<file path="config.mk">
export PLATFORM = sky130hd
export DESIGN_NAME = io_mmio_pwm
export DESIGN_NICKNAME = d
export VERILOG_FILES = /design/src/rtl/io_mmio_pkg.sv /design/src/rtl/io_mmio_pwm_channel.sv /design/src/rtl/io_mmio_pwm.sv
export SDC_FILE = /design/constraint.sdc
export NUM_CORES = 1
export LEC_CHECK = 0
export ABC_AREA = 1
export CORE_ASPECT_RATIO = 1.2
export CORE_MARGIN = 5
export CORE_UTILIZATION = 30
export CTS_CLUSTER_SIZE = 10
export DETAILED_ROUTE_END_ITERATION = 6
export GPL_TIMING_DRIVEN = 0
export SYNTH_ARGS = -nofsm -noshare
export SYNTH_HDL_FRONTEND = slang
export SYNTH_SLANG_ARGS = --single-unit
</file>
<file path="constraint.sdc">
create_clock -name clk -period 8.2 [get_ports clk]
set_input_delay 1.64 -clock clk [delete_from_list [all_inputs] [get_ports clk]]
set_output_delay 1.64 -clock clk [all_outputs]
set_load 0.02 [all_outputs]
</file>
<file path="src/rtl/io_mmio_pkg.sv">
// io_mmio_pkg: shared constants and register decode for the memory-mapped
// GPIO/PWM block. Holds the register offsets within the 256-byte IO window,
// the register-select enum, and a decode helper. Per-instance sizing
// parameters live on the io_mmio_pwm module.
package io_mmio_pkg;

  localparam logic [7:0] OFF_GPIO_OUT = 8'h00;
  localparam logic [7:0] OFF_GPIO_IN  = 8'h04;
  localparam logic [7:0] OFF_PWM_EN   = 8'h08;
  localparam logic [7:0] OFF_PWM_BASE = 8'h10;  // channel i: +8i period, +8i+4 duty
  localparam int         MAX_PWM      = 8;

  typedef enum logic [2:0] {
    SEL_NONE,
    SEL_GPIO_OUT,
    SEL_GPIO_IN,
    SEL_PWM_EN,
    SEL_PWM_PERIOD,
    SEL_PWM_DUTY
  } reg_sel_e;

  typedef struct packed {
    reg_sel_e   sel;
    logic [2:0] chan;
  } reg_dec_t;

  // Map a window offset to a register. Misaligned offsets, gaps and channels
  // beyond num_pwm decode to SEL_NONE (read 0, writes dropped).
  function automatic reg_dec_t decode_reg(input logic [7:0] off, input int num_pwm);
    reg_dec_t   d;
    logic [4:0] slot;
    d.sel  = SEL_NONE;
    d.chan = '0;
    slot   = off[7:3] - 5'd2;  // each channel occupies one 8-byte slot from 0x10
    if (off[1:0] != 2'b00) begin
      d.sel = SEL_NONE;
    end else if (off == OFF_GPIO_OUT) begin
      d.sel = SEL_GPIO_OUT;
    end else if (off == OFF_GPIO_IN) begin
      d.sel = SEL_GPIO_IN;
    end else if (off == OFF_PWM_EN) begin
      d.sel = SEL_PWM_EN;
    end else if (off >= OFF_PWM_BASE && int'(slot) < num_pwm) begin
      d.chan = slot[2:0];
      d.sel  = off[2] ? SEL_PWM_DUTY : SEL_PWM_PERIOD;
    end
    return d;
  endfunction

endpackage

</file>
<file path="src/rtl/io_mmio_pwm_channel.sv">
// pwm_channel: one PWM generator with shadow (bus-visible) and active
// period/duty registers. Active values load from shadow only at a period
// wrap or while disabled, so mid-period writes never chop a pulse.
// Ports:
//   clk, nrst               clock, async active-low reset
//   en                      channel enable
//   wr_period, wr_duty      shadow register write strobes
//   wdata                   write data (PWM_W bits)
//   shadow_period/_duty     shadow values for read-back
//   pwm                     registered PWM output
module pwm_channel #(
  parameter int PWM_W = 16
) (
  input  logic             clk,
  input  logic             nrst,
  input  logic             en,
  input  logic             wr_period,
  input  logic             wr_duty,
  input  logic [PWM_W-1:0] wdata,
  output logic [PWM_W-1:0] shadow_period,
  output logic [PWM_W-1:0] shadow_duty,
  output logic             pwm
);

  logic [PWM_W-1:0] act_period;
  logic [PWM_W-1:0] act_duty;
  logic [PWM_W-1:0] cnt;

  // NOTE: state registers use non-blocking assignments so every flop samples
  // pre-edge values; blocking here would let cnt/act_* updates race each other.
  always_ff @(posedge clk or negedge nrst) begin
    if (!nrst) begin
      shadow_period <= '0;
      shadow_duty   <= '0;
      act_period    <= '0;
      act_duty      <= '0;
      cnt           <= '0;
      pwm           <= 1'b0;
    end else begin
      if (wr_period) shadow_period <= wdata;
      if (wr_duty)   shadow_duty   <= wdata;

      pwm <= en && (cnt < act_duty);

      // Disabled channels park at 0 with active tracking shadow; enabled
      // channels reload active only at the wrap (also every cycle if period 0).
      if (!en || cnt == act_period) begin
        cnt        <= '0;
        act_period <= shadow_period;
        act_duty   <= shadow_duty;
      end else begin
        cnt <= cnt + 1'b1;
      end
    end
  end

endmodule

</file>
<file path="src/rtl/io_mmio_pwm.sv">
// io_mmio_pwm: memory-mapped GPIO and PWM peripheral sitting beside data
// memory. Accesses inside the 256-byte window at BASE_ADDR hit the register
// file; everything else (and all non-read cycles) returns data_from_mem.
// Ports:
//   clk, nrst                       clock, async active-low reset
//   write_mem, read_mem             core store/load strobes (both = store)
//   data_address, data_to_write     byte address, store data
//   data_from_mem                   data memory read data (pass-through)
//   data_read                       load data to core
//   gpio_in / gpio_out              async inputs (synchronised) / registered outputs
//   pwm_out                         registered PWM waveforms
//   io_hit                          current access targets the IO window
module io_mmio_pwm
  import io_mmio_pkg::*;
#(
  parameter int          GPIO_W    = 32,
  parameter int          NUM_PWM   = 4,
  parameter int          PWM_W     = 16,
  parameter logic [31:0] BASE_ADDR = 32'hFFFF_FF00
) (
  input  logic              clk,
  input  logic              nrst,
  input  logic              write_mem,
  input  logic              read_mem,
  input  logic [31:0]       data_address,
  input  logic [31:0]       data_to_write,
  input  logic [31:0]       data_from_mem,
  output logic [31:0]       data_read,
  input  logic [GPIO_W-1:0] gpio_in,
  output logic [GPIO_W-1:0] gpio_out,
  output logic [NUM_PWM-1:0] pwm_out,
  output logic              io_hit
);

  logic        wr_acc;
  logic        rd_acc;
  reg_dec_t    dec;
  logic [31:0] reg_rdata;

  logic [GPIO_W-1:0]  gpio_out_q;
  logic [GPIO_W-1:0]  sync1;
  logic [GPIO_W-1:0]  sync2;
  logic [NUM_PWM-1:0] pwm_en;

  // Padded to MAX_PWM so the read mux can index with the raw 3-bit channel.
  logic [MAX_PWM-1:0][PWM_W-1:0] period_rd;
  logic [MAX_PWM-1:0][PWM_W-1:0] duty_rd;

  assign io_hit = (data_address[31:8] == BASE_ADDR[31:8]) && (write_mem || read_mem);
  assign wr_acc = io_hit && write_mem;
  assign rd_acc = io_hit && read_mem && !write_mem;  // read+write acts as a write
  assign dec    = decode_reg(data_address[7:0], NUM_PWM);

  always_ff @(posedge clk or negedge nrst) begin
    if (!nrst) begin
      gpio_out_q <= '0;
      sync1      <= '0;
      sync2      <= '0;
      pwm_en     <= '0;
    end else begin
      sync1 <= gpio_in;
      sync2 <= sync1;
      if (wr_acc && dec.sel == SEL_GPIO_OUT) gpio_out_q <= data_to_write[GPIO_W-1:0];
      if (wr_acc && dec.sel == SEL_PWM_EN)   pwm_en     <= data_to_write[NUM_PWM-1:0];
    end
  end

  assign gpio_out = gpio_out_q;

  for (genvar i = 0; i < MAX_PWM; i++) begin : g_pwm
    if (i < NUM_PWM) begin : g_ch
      pwm_channel #(.PWM_W(PWM_W)) u_ch (
        .clk           (clk),
        .nrst          (nrst),
        .en            (pwm_en[i]),
        .wr_period     (wr_acc && dec.sel == SEL_PWM_PERIOD && dec.chan == 3'(i)),
        .wr_duty       (wr_acc && dec.sel == SEL_PWM_DUTY && dec.chan == 3'(i)),
        .wdata         (data_to_write[PWM_W-1:0]),
        .shadow_period (period_rd[i]),
        .shadow_duty   (duty_rd[i]),
        .pwm           (pwm_out[i])
      );
    end else begin : g_unused
      assign period_rd[i] = '0;
      assign duty_rd[i]   = '0;
    end
  end

  // NOTE: default assigned first so every path drives reg_rdata; a missed
  // branch in combinational logic would otherwise infer a latch.
  always_comb begin
    reg_rdata = '0;
    case (dec.sel)
      SEL_GPIO_OUT:   reg_rdata = 32'(gpio_out_q);
      SEL_GPIO_IN:    reg_rdata = 32'(sync2);
      SEL_PWM_EN:     reg_rdata = 32'(pwm_en);
      SEL_PWM_PERIOD: reg_rdata = 32'(period_rd[dec.chan]);
      SEL_PWM_DUTY:   reg_rdata = 32'(duty_rd[dec.chan]);
      default:        reg_rdata = '0;
    endcase
  end

  assign data_read = rd_acc ? reg_rdata : data_from_mem;

endmodule

</file>
==> reports/metrics.cfg, run 1 <==
[global_routing]
grt_util_all_layers_pct = 18.6
grt_pass1_vias = 17371
grt_start_max_net_pins = 122
grt_pass1_wl_mm = 105
grt-ovfl-total = 0
grt_antenna_before_repair = 0

[synthesis]
syn_area_per_cell_um2 = 8.31
netlist_area_um2 = 20300
postSynthCellCount = 2444
muxShareOfSynthArea_pct = 0.887
synth_fa_ha_area_share_pct = 4.06
synth_seq_cells = 424
synth-simple-area-share_pct = 24.2
ys_seq_area_share_pct = 52.2
synth-compound-area-share_pct = 10.6
yosysWarnings = 0
synth_top_family_by_area = simple AND/OR/NAND/NOR gates
ys_types = 43
synth_xor_xnor_area_share_pct = 1.38
syn_nets = 2642

[clock_tree]
htree_num_levels = 2
cts_buffers = 49
insertion_delay_ps = 590
clockRootBuffer = clkbuf_16
cts_tree = built
path_clk_slew_ps = 70
clkSinkCount = 424
cts_resized = 0
cts_hold_buf = 0
post_cts_buffers = 0
clockBufferDepth = 3

[cells_and_area]
final_layout_size_suffix_gt1_share_pct = 5.43
synthToLayoutAreaGrowth_pct = 22.2
regArea_um2 = 10600
layout_common_cells = 871 x nand2_1, 424 x dfrtp_1, 222 x inv_1, 199 x clkdlybuf4s50_1, 163 x o21ai_0
nets = 2896
final_common_cell = nand2_1
fillers = 7091
multiInputGateArea_um2 = 8350

[timing]
finalCriticalPeriod_ps = 7420
tightest_slew_ps = 734
fin_worst_skew_ps = 20.4
timing.fmax_mhz = 135
setup_slack_ps = 780
drv_slew = 0
hold_violations = 0
period_share_pct = 90.5
slew_headroom_pct = 51.1
timing.setup.tns_ps = 0
rsz0062_at_grt = no
setup_violations = 0

[floorplan]
start_util_pct = 30.3
die_width_um = 248
core-area_um2 = 67100
die_height_um = 295
dieArea_um2 = 73100
io_pins = 201
core.rowCount = 104

[routing]
ant_nets = 0
first_iter_violations = 1137
num_vias = 17387
vias_per_cell = 4.82
drt_pass1_iterations = 5
drc = 0
avgRoutedWirePerCell_um = 19.0
wirelength_mm = 68.6

[worst_setup_path]
cp_num_buf_inv = 6
cp-end-kind = output port
endpoint = data_read[1]
critPathRequiredTime_ps = 6560
r2r-start = g_pwm[3].g_ch.u_ch.cnt[6]$_DFF_PN0_
cp_slowest_cell = clkdlybuf4s50_1
startpoint_type = input pin
timing.rr.end = g_pwm[3].g_ch.u_ch.act_period[0]$_DFFE_PN0N_
cp_common_cell = nand2_1
crit_family = buffers and inverters
crit_chain = clkdlybuf4s50_1 -> inv_2 -> ha_1 -> inv_1 -> nor2_1 -> nand2_1 -> nand2_1 -> nor2_2 -> buf_2 -> buf_2 -> nand4_1 -> nand2_1 -> nand2_1 -> nand2_1 -> nand2_1 -> nand3_1 -> nand2_1 -> nand2_1 -> clkdlybuf4s50_1
cpPeakStageDelay_ps = 810
crit_cells = 19
r2r_slack_ps = 5540
cp.arrival_ps = 5780
path_max_fanout = 10
reg2reg_depth = 10
critPathKind = input pin to output port
cp-startpoint = data_address[4]

[place]
portBuffers = 200
dp_slack_ps = 900
hpwl_mm = 52.2
place_congestion = 0.993

[status]
outcome = complete, no violations

[hold_path]
hold_path_startpoint = sync1[7]$_DFF_PN0_
min_path_type = flop to flop

[pwr]
ir_worst_vdd_mv = 0.172
total_power_mw = 4.22
p_leak_nw = 11.5
powerDensity_nw_per_um2 = 170

[run]
max_cap_viol_count = 0

==> how the worst min path moves through the flow <==
stage,cells past startpoint,end
6_report,0,sync2[7]$_DFF_PN0_
5_1_grt,0,sync2[13]$_DFF_PN0_
4_1_cts,0,sync2[7]$_DFF_PN0_
3_5_place_dp,0,sync2[10]$_DFF_PN0_
3_3_place_gp,0,sync2[24]$_DFF_PN0_
2_1_floorplan,0,sync2[0]$_DFF_PN0_
==> sequential cells by signal (all words and copies together), names as in the netlist <==
signal and count:
sync2 32, g_pwm.g_ch.u_ch.cnt 64, pwm_en 4, g_pwm.g_ch.u_ch.shadow_duty 64, sync1 32, g_pwm.g_ch.u_ch.shadow_period 64
g_pwm.g_ch.u_ch.act_duty 64, gpio_out 32, g_pwm.g_ch.u_ch.pwm 4, g_pwm.g_ch.u_ch.act_period 64
==> cell families after synthesis <==
group	Yosys count
compound gates	390
flops	424
simple gates	1177
fa+ha+maj	66
mux	16
buf+inv	339
xor+xnor	32
==> Yosys cell counts (all sizes together) <==
cell,n,area share [%]
nor3b,9,0.33
nand3b,1,0.099
nor3,33,0.81
buf,57,1.5
a221oi,4,0.17
nor4,9,0.28
o2111ai,4,0.17
o21ai,269,6.6
o211ai,8,0.30
inv,228,4.2
a21boi,2,0.074
nand3,61,1.6
nand4,85,2.6
or2,1,0.031
xnor2,17,0.73
ha,66,4.1
nor4b,2,0.086
a22o,28,1.2
a211oi,4,0.15
o31ai,4,0.15
clkbuf,54,1.0
nor2,103,2.1
and3b,1,0.043
a2111oi,1,0.043
o21bai,1,0.037
dfrtp,424,52
xor2,15,0.65
a31oi,1,0.031
a21oi,63,1.6
o21a,1,0.037
mux2,16,0.89
nand2,872,16
==> layout make-up <==
| cell class | instances | area share, % |
|---|---|---|
| timing repair buffer | 203 | 8.41 |
| multi-input combinational | 1681 | 33.6 |
| inverter | 228 | 3.45 |
| tap | 901 | 4.54 |
| clock buffer | 57 | 5.10 |
| antenna | 1 | 0.0101 |
| buffer | 111 | 2.04 |
| clock inverter | 3 | 0.106 |
| sequential | 424 | 42.7 |
==> worst register-to-register path, cell delays in order (launching register included) <==
cell       delay (ps)
dfrtp_1           470
inv_1             100
nand2_1            60
o21ai_0            90
a2111oi_0         460
nand3_1           150
nand2_1           200
buf_2             250
clkbuf_1          500
nand2_1           230
nand2_1           120
==> per-layer routing <==
| layer | GRT usage, % | vias up | share of wire (%) |
|---|---|---|---|
| li1 | - | 8437 | - |
| met1 | 23.7 | 8370 | 41 |
| met2 | 32.3 | 455 | 50 |
| met3 | 2.56 | 125 | 4.6 |
| met4 | 6.84 | 0 | 4.0 |
| met5 | 0 | - | 0 |
==> report_power, final <==
part | switching [mW] | total, mW | internal [mW]
clock | 0.823 | 1.90 | 1.07
combinational | 0.127 | 0.212 | 0.0849
sequential | 0.00466 | 2.11 | 2.11
==> stage by stage <==
step                utilization [%]  hold WS, ps  cell area [um^2]  std cells
finish                         37.0          334             24800       3609
global route                   37.0          350             24800       3608
CTS                            37.0          342             24800       3608
detailed placement             35.1          335             23500       3548
global placement               34.9          331             23500       3545
floorplan                         -          331             20300       2444
Power figures use the tool's default switching activity.
==> run 2, diff against run 1 <==
Settings changed: CORE_UTILIZATION 30 to 50, PLACE_DENSITY set to 0.71, SYNTH_HIERARCHICAL set to 1.
==> run 2 against run 1 <==
Routed wire length fell by 5.2%. Worst setup slack improved by 630 ps. Cell area rose by 3.8%. Non-clock buffer count rose by 10. Area after synthesis rose by 6.6%. Hold slack improved by 5.1 ps. Core utilization rose by 23 points. Sequential share of layout area fell by 1.6 points. Synthesized cell count rose by 7.8%. Combinational power barely moved. Flip-flop and latch count did not move.
==> reports/metrics.cfg, run 2 <==
[routing]
met3RoutedLength_mm = 4.42  ; was 3.16 mm
avgRoutedWirePerCell_um = 18.8  ; was 19.0 um
drc = 0  ; unchanged
first_iter_violations = 1578  ; was 1137
vias_per_cell = 5.38  ; was 4.82
wl_met2_mm = 32.4  ; was 34.2 mm
num_vias = 18551  ; was 17387
wirelength_mm = 65.0  ; was 68.6 mm
drt_pass1_iterations = 6  ; was 5
drt-met1-wl_mm = 25.9  ; was 28.4 mm
ant_nets = 0  ; unchanged
highest_layer = met4  ; unchanged

[worst_setup_path]
cp.arrival_ps = 5150  ; was 5780 ps
critPathKind = input pin to output port  ; unchanged
critPathRequiredTime_ps = 6560  ; about the same
path_max_fanout = 10  ; unchanged
cp-end-kind = output port  ; unchanged
r2r-start = g_pwm[0].g_ch.u_ch/cnt[9]$_DFF_PN0_  ; was g_pwm[3].g_ch.u_ch.cnt[6]$_DFF_PN0_
startpoint_type = input pin  ; unchanged
cp-startpoint = data_address[4]  ; unchanged
reg2reg_depth = 11  ; was 10

[clock_tree]
post_cts_buffers = 0  ; unchanged
clkSinkCount = 424  ; unchanged
cts_hold_buf = 0  ; unchanged
cts_tree = built  ; unchanged
clockBufferDepth = 3  ; unchanged
clockRootBuffer = clkbuf_16  ; unchanged
insertion_delay_ps = 600  ; was 590 ps
htree_num_levels = 2  ; unchanged
cts_buffers = 49  ; unchanged
cts_resized = 0  ; unchanged
path_clk_slew_ps = 60  ; was 70 ps

[hold_path]
holdPathStages = 0  ; unchanged
min_path_type = flop to flop  ; unchanged
hold_path_startpoint = sync1[4]$_DFF_PN0_  ; was sync1[7]$_DFF_PN0_

[pwr]
ir_worst_vdd_mv = 0.205  ; was 0.172 mV
p_leak_nw = 13.0  ; was 11.5 nW
total_power_mw = 4.27  ; was 4.22 mW
powerDensity_nw_per_um2 = 166  ; was 170 nW/um^2

[synthesis]
yosysWarnings = 6  ; was 0
synth_edf_count = 0  ; unchanged
synth_fa_ha_area_share_pct = 3.81  ; was 4.06%
synth_seq_cells = 424  ; unchanged
synth_top_family_by_area = simple AND/OR/NAND/NOR gates  ; unchanged
syn_nets = 2833  ; was 2642
ys_types = 32  ; was 43
synth_xor_xnor_area_share_pct = 1.94  ; was 1.38%
yosysTopAreaCellShare_pct = 49.0  ; was 52.2%
syn_area_per_cell_um2 = 8.22  ; was 8.31 um^2
yosys.area.top_type = dfrtp_1  ; unchanged
async_flop_share_pct = 100  ; unchanged
synthTopCellsByCount = 1011 x nand2_1, 424 x dfrtp_1, 227 x inv_1  ; was 871 x nand2_1, 424 x dfrtp_1, 222 x inv_1
synth-compound-area-share_pct = 3.15  ; was 10.6%
netlist_area_um2 = 21700  ; was 20300 um^2
synth-simple-area-share_pct = 28.2  ; was 24.2%
yosys-top-cells-area = dfrtp_1 49%, nand2_1 18%, mux2_2 6.7%, nand3_1 4.7%, inv_1 3.9%  ; was dfrtp_1 52%, nand2_1 16%, inv_1 4.1%, ha_1 4.1%, o21ai_0 4.0%
muxShareOfSynthArea_pct = 6.66  ; was 0.887%
synth_most_common_cell = nand2_1  ; unchanged
ys_seq_area_share_pct = 49.0  ; was 52.2%
postSynthCellCount = 2635  ; was 2444
synth_flop_cell = dfrtp_1  ; unchanged

[cells_and_area]
final_common_cell = nand2_1  ; unchanged
multiInputGateArea_um2 = 9480  ; was 8350 um^2
layout_common_cells = 1011 x nand2_1, 424 x dfrtp_1, 227 x inv_1, 202 x nand3_1, 199 x clkdlybuf4s50_1  ; was 871 x nand2_1, 424 x dfrtp_1, 222 x inv_1, 199 x clkdlybuf4s50_1, 163 x o21ai_0
diodes = 0  ; was 1
final_layout_size_suffix_gt1_share_pct = 9.76  ; was 5.43%
synthToLayoutAreaGrowth_pct = 19.1  ; was 22.2%
nets = 3087  ; was 2896
utilization_pct = 60.3  ; was 37.0%
postLayoutCellArea_um2 = 25800  ; was 24800 um^2
regArea_um2 = 10600  ; unchanged
final_cell_count_no_fill = 3451  ; was 3609
fillers = 3746  ; was 7091

[timing]
fin_worst_skew_ps = 18.9  ; was 20.4 ps
hold_violations = 0  ; unchanged
slew_headroom_pct = 34.8  ; was 51.1%
setup_slack_ps = 1410  ; was 780 ps
rsz0062_at_grt = no  ; unchanged
setup_violations = 0  ; unchanged
period_share_pct = 82.8  ; was 90.5%
tightest_slew_ps = 975  ; was 734 ps
finalCriticalPeriod_ps = 6790  ; was 7420 ps
timing.fmax_mhz = 147  ; was 135 MHz
drv_slew = 0  ; unchanged

[status]
outcome = complete, no violations  ; unchanged

[global_routing]
grt_pass1_wl_mm = 101  ; was 105 mm
grt-ovfl-total = 0  ; unchanged
grt_util_all_layers_pct = 27.2  ; was 18.6%
grt_start_max_net_pins = 126  ; was 122
grt_antenna_before_repair = 0  ; unchanged
grt_pass1_vias = 18721  ; was 17371

[floorplan]
start_util_pct = 50.6  ; was 30.3%
die_height_um = 238  ; was 295 um
io_pins = 201  ; unchanged
die_width_um = 200  ; was 248 um
core-area_um2 = 42800  ; was 67100 um^2
core.rowCount = 83  ; was 104
dieArea_um2 = 47600  ; was 73100 um^2

[place]
portBuffers = 200  ; unchanged
dpl.cell_count = 3390  ; was 3548
place_area_um2 = 24400  ; was 23500 um^2
dp_slack_ps = 1420  ; was 900 ps
hpwl_mm = 49.0  ; was 52.2 mm
place_congestion = 0.957  ; was 0.993

[run]
max_cap_viol_count = 0  ; unchanged

[run 2: path summary, 6_finish.rpt]
kind                            slack, ps                                   end
worst max-delay path                 1410                         data_read[12]
worst min-delay path                  340                    sync2[4]$_DFF_PN0_
worst max register to register       6390  g_pwm[0].g_ch.u_ch/cnt[13]$_DFF_PN0_
worst min register to register        340                    sync2[4]$_DFF_PN0_
max in group asynchronous            5510                   sync1[19]$_DFF_PN0_
min in group asynchronous            1120      g_pwm[3].g_ch.u_ch/pwm$_DFF_PN0_
[run 2: layout make-up]
type                            instances  area share, %
Clock inverter                          4          0.180
Inverter                              253           3.68
Clock buffer                           57           5.07
Multi-Input combinational cell       1837           36.8
Tap cell                              552           2.68
Sequential cell                       424           41.1
Buffer                                121           2.37
Timing Repair Buffer                  203           8.10
[run 2: logic make-up (layout without fill, tap and decap cells)]
group,count (synthesis),count (layout)
muxes,128,128
and+or+nand+nor,1492,1492
xor gates and xnor gates,48,48
buffers and inverters,374,638
adders and majority gates,66,66
AOI/OAI and AO/OA,103,103
DFF,424,424
[run 2: layer usage]
metal  vias up  GRT usage (%)
li1       8866              -
met1      8913           34.6
met2       633           46.9
met3       139           4.91
met4         0           9.20
met5         -              0
[run 2: worst max-delay path, stage by stage]
cell	delay, ps
clkdlybuf4s50_1	650
inv_2	150
ha_1	320
inv_1	50
nor2_1	110
nand2_1	90
nor2_4	170
buf_2	260
buf_2	250
nand4_1	160
nand2_1	140
nand2_1	60
nand2_1	80
nand2_1	110
nand3_1	120
nand2_1	100
nand2_1	80
clkdlybuf4s50_1	600
[run 2: metrics by stage]
step / setup TNS (ps) / hold slack (ps)
2_1_floorplan: 0 / 331
3_3_place_gp: -5412200 / 332
3_5_place_dp: 0 / 335
4_1_cts: 0 / 342
5_1_grt: 0 / 344
6_report: 0 / 339
[run 2: where the power goes]
part	internal, mW	switching (mW)
logic	0.0860	0.124
clock network	1.11	0.835
registers	2.11	0.00550
total	3.31	0.964
==> run 3, diff against run 2 <==
Clock period 8.2 ns to 6.5 ns, I/O delays scaled along.
==> results of run 3 <==
Same layout as run 2 (identical final DEF). Status: complete, no violations.
Among the figures that moved: setup slack after placement 1420 ps -> 398 ps; setup slack after layout 1410 ps -> 388 ps; register-to-register setup slack 6390 ps -> 4690 ps; total power 4.27 mW -> 5.39 mW; worst IR drop on VDD 0.205 mV -> 0.259 mV
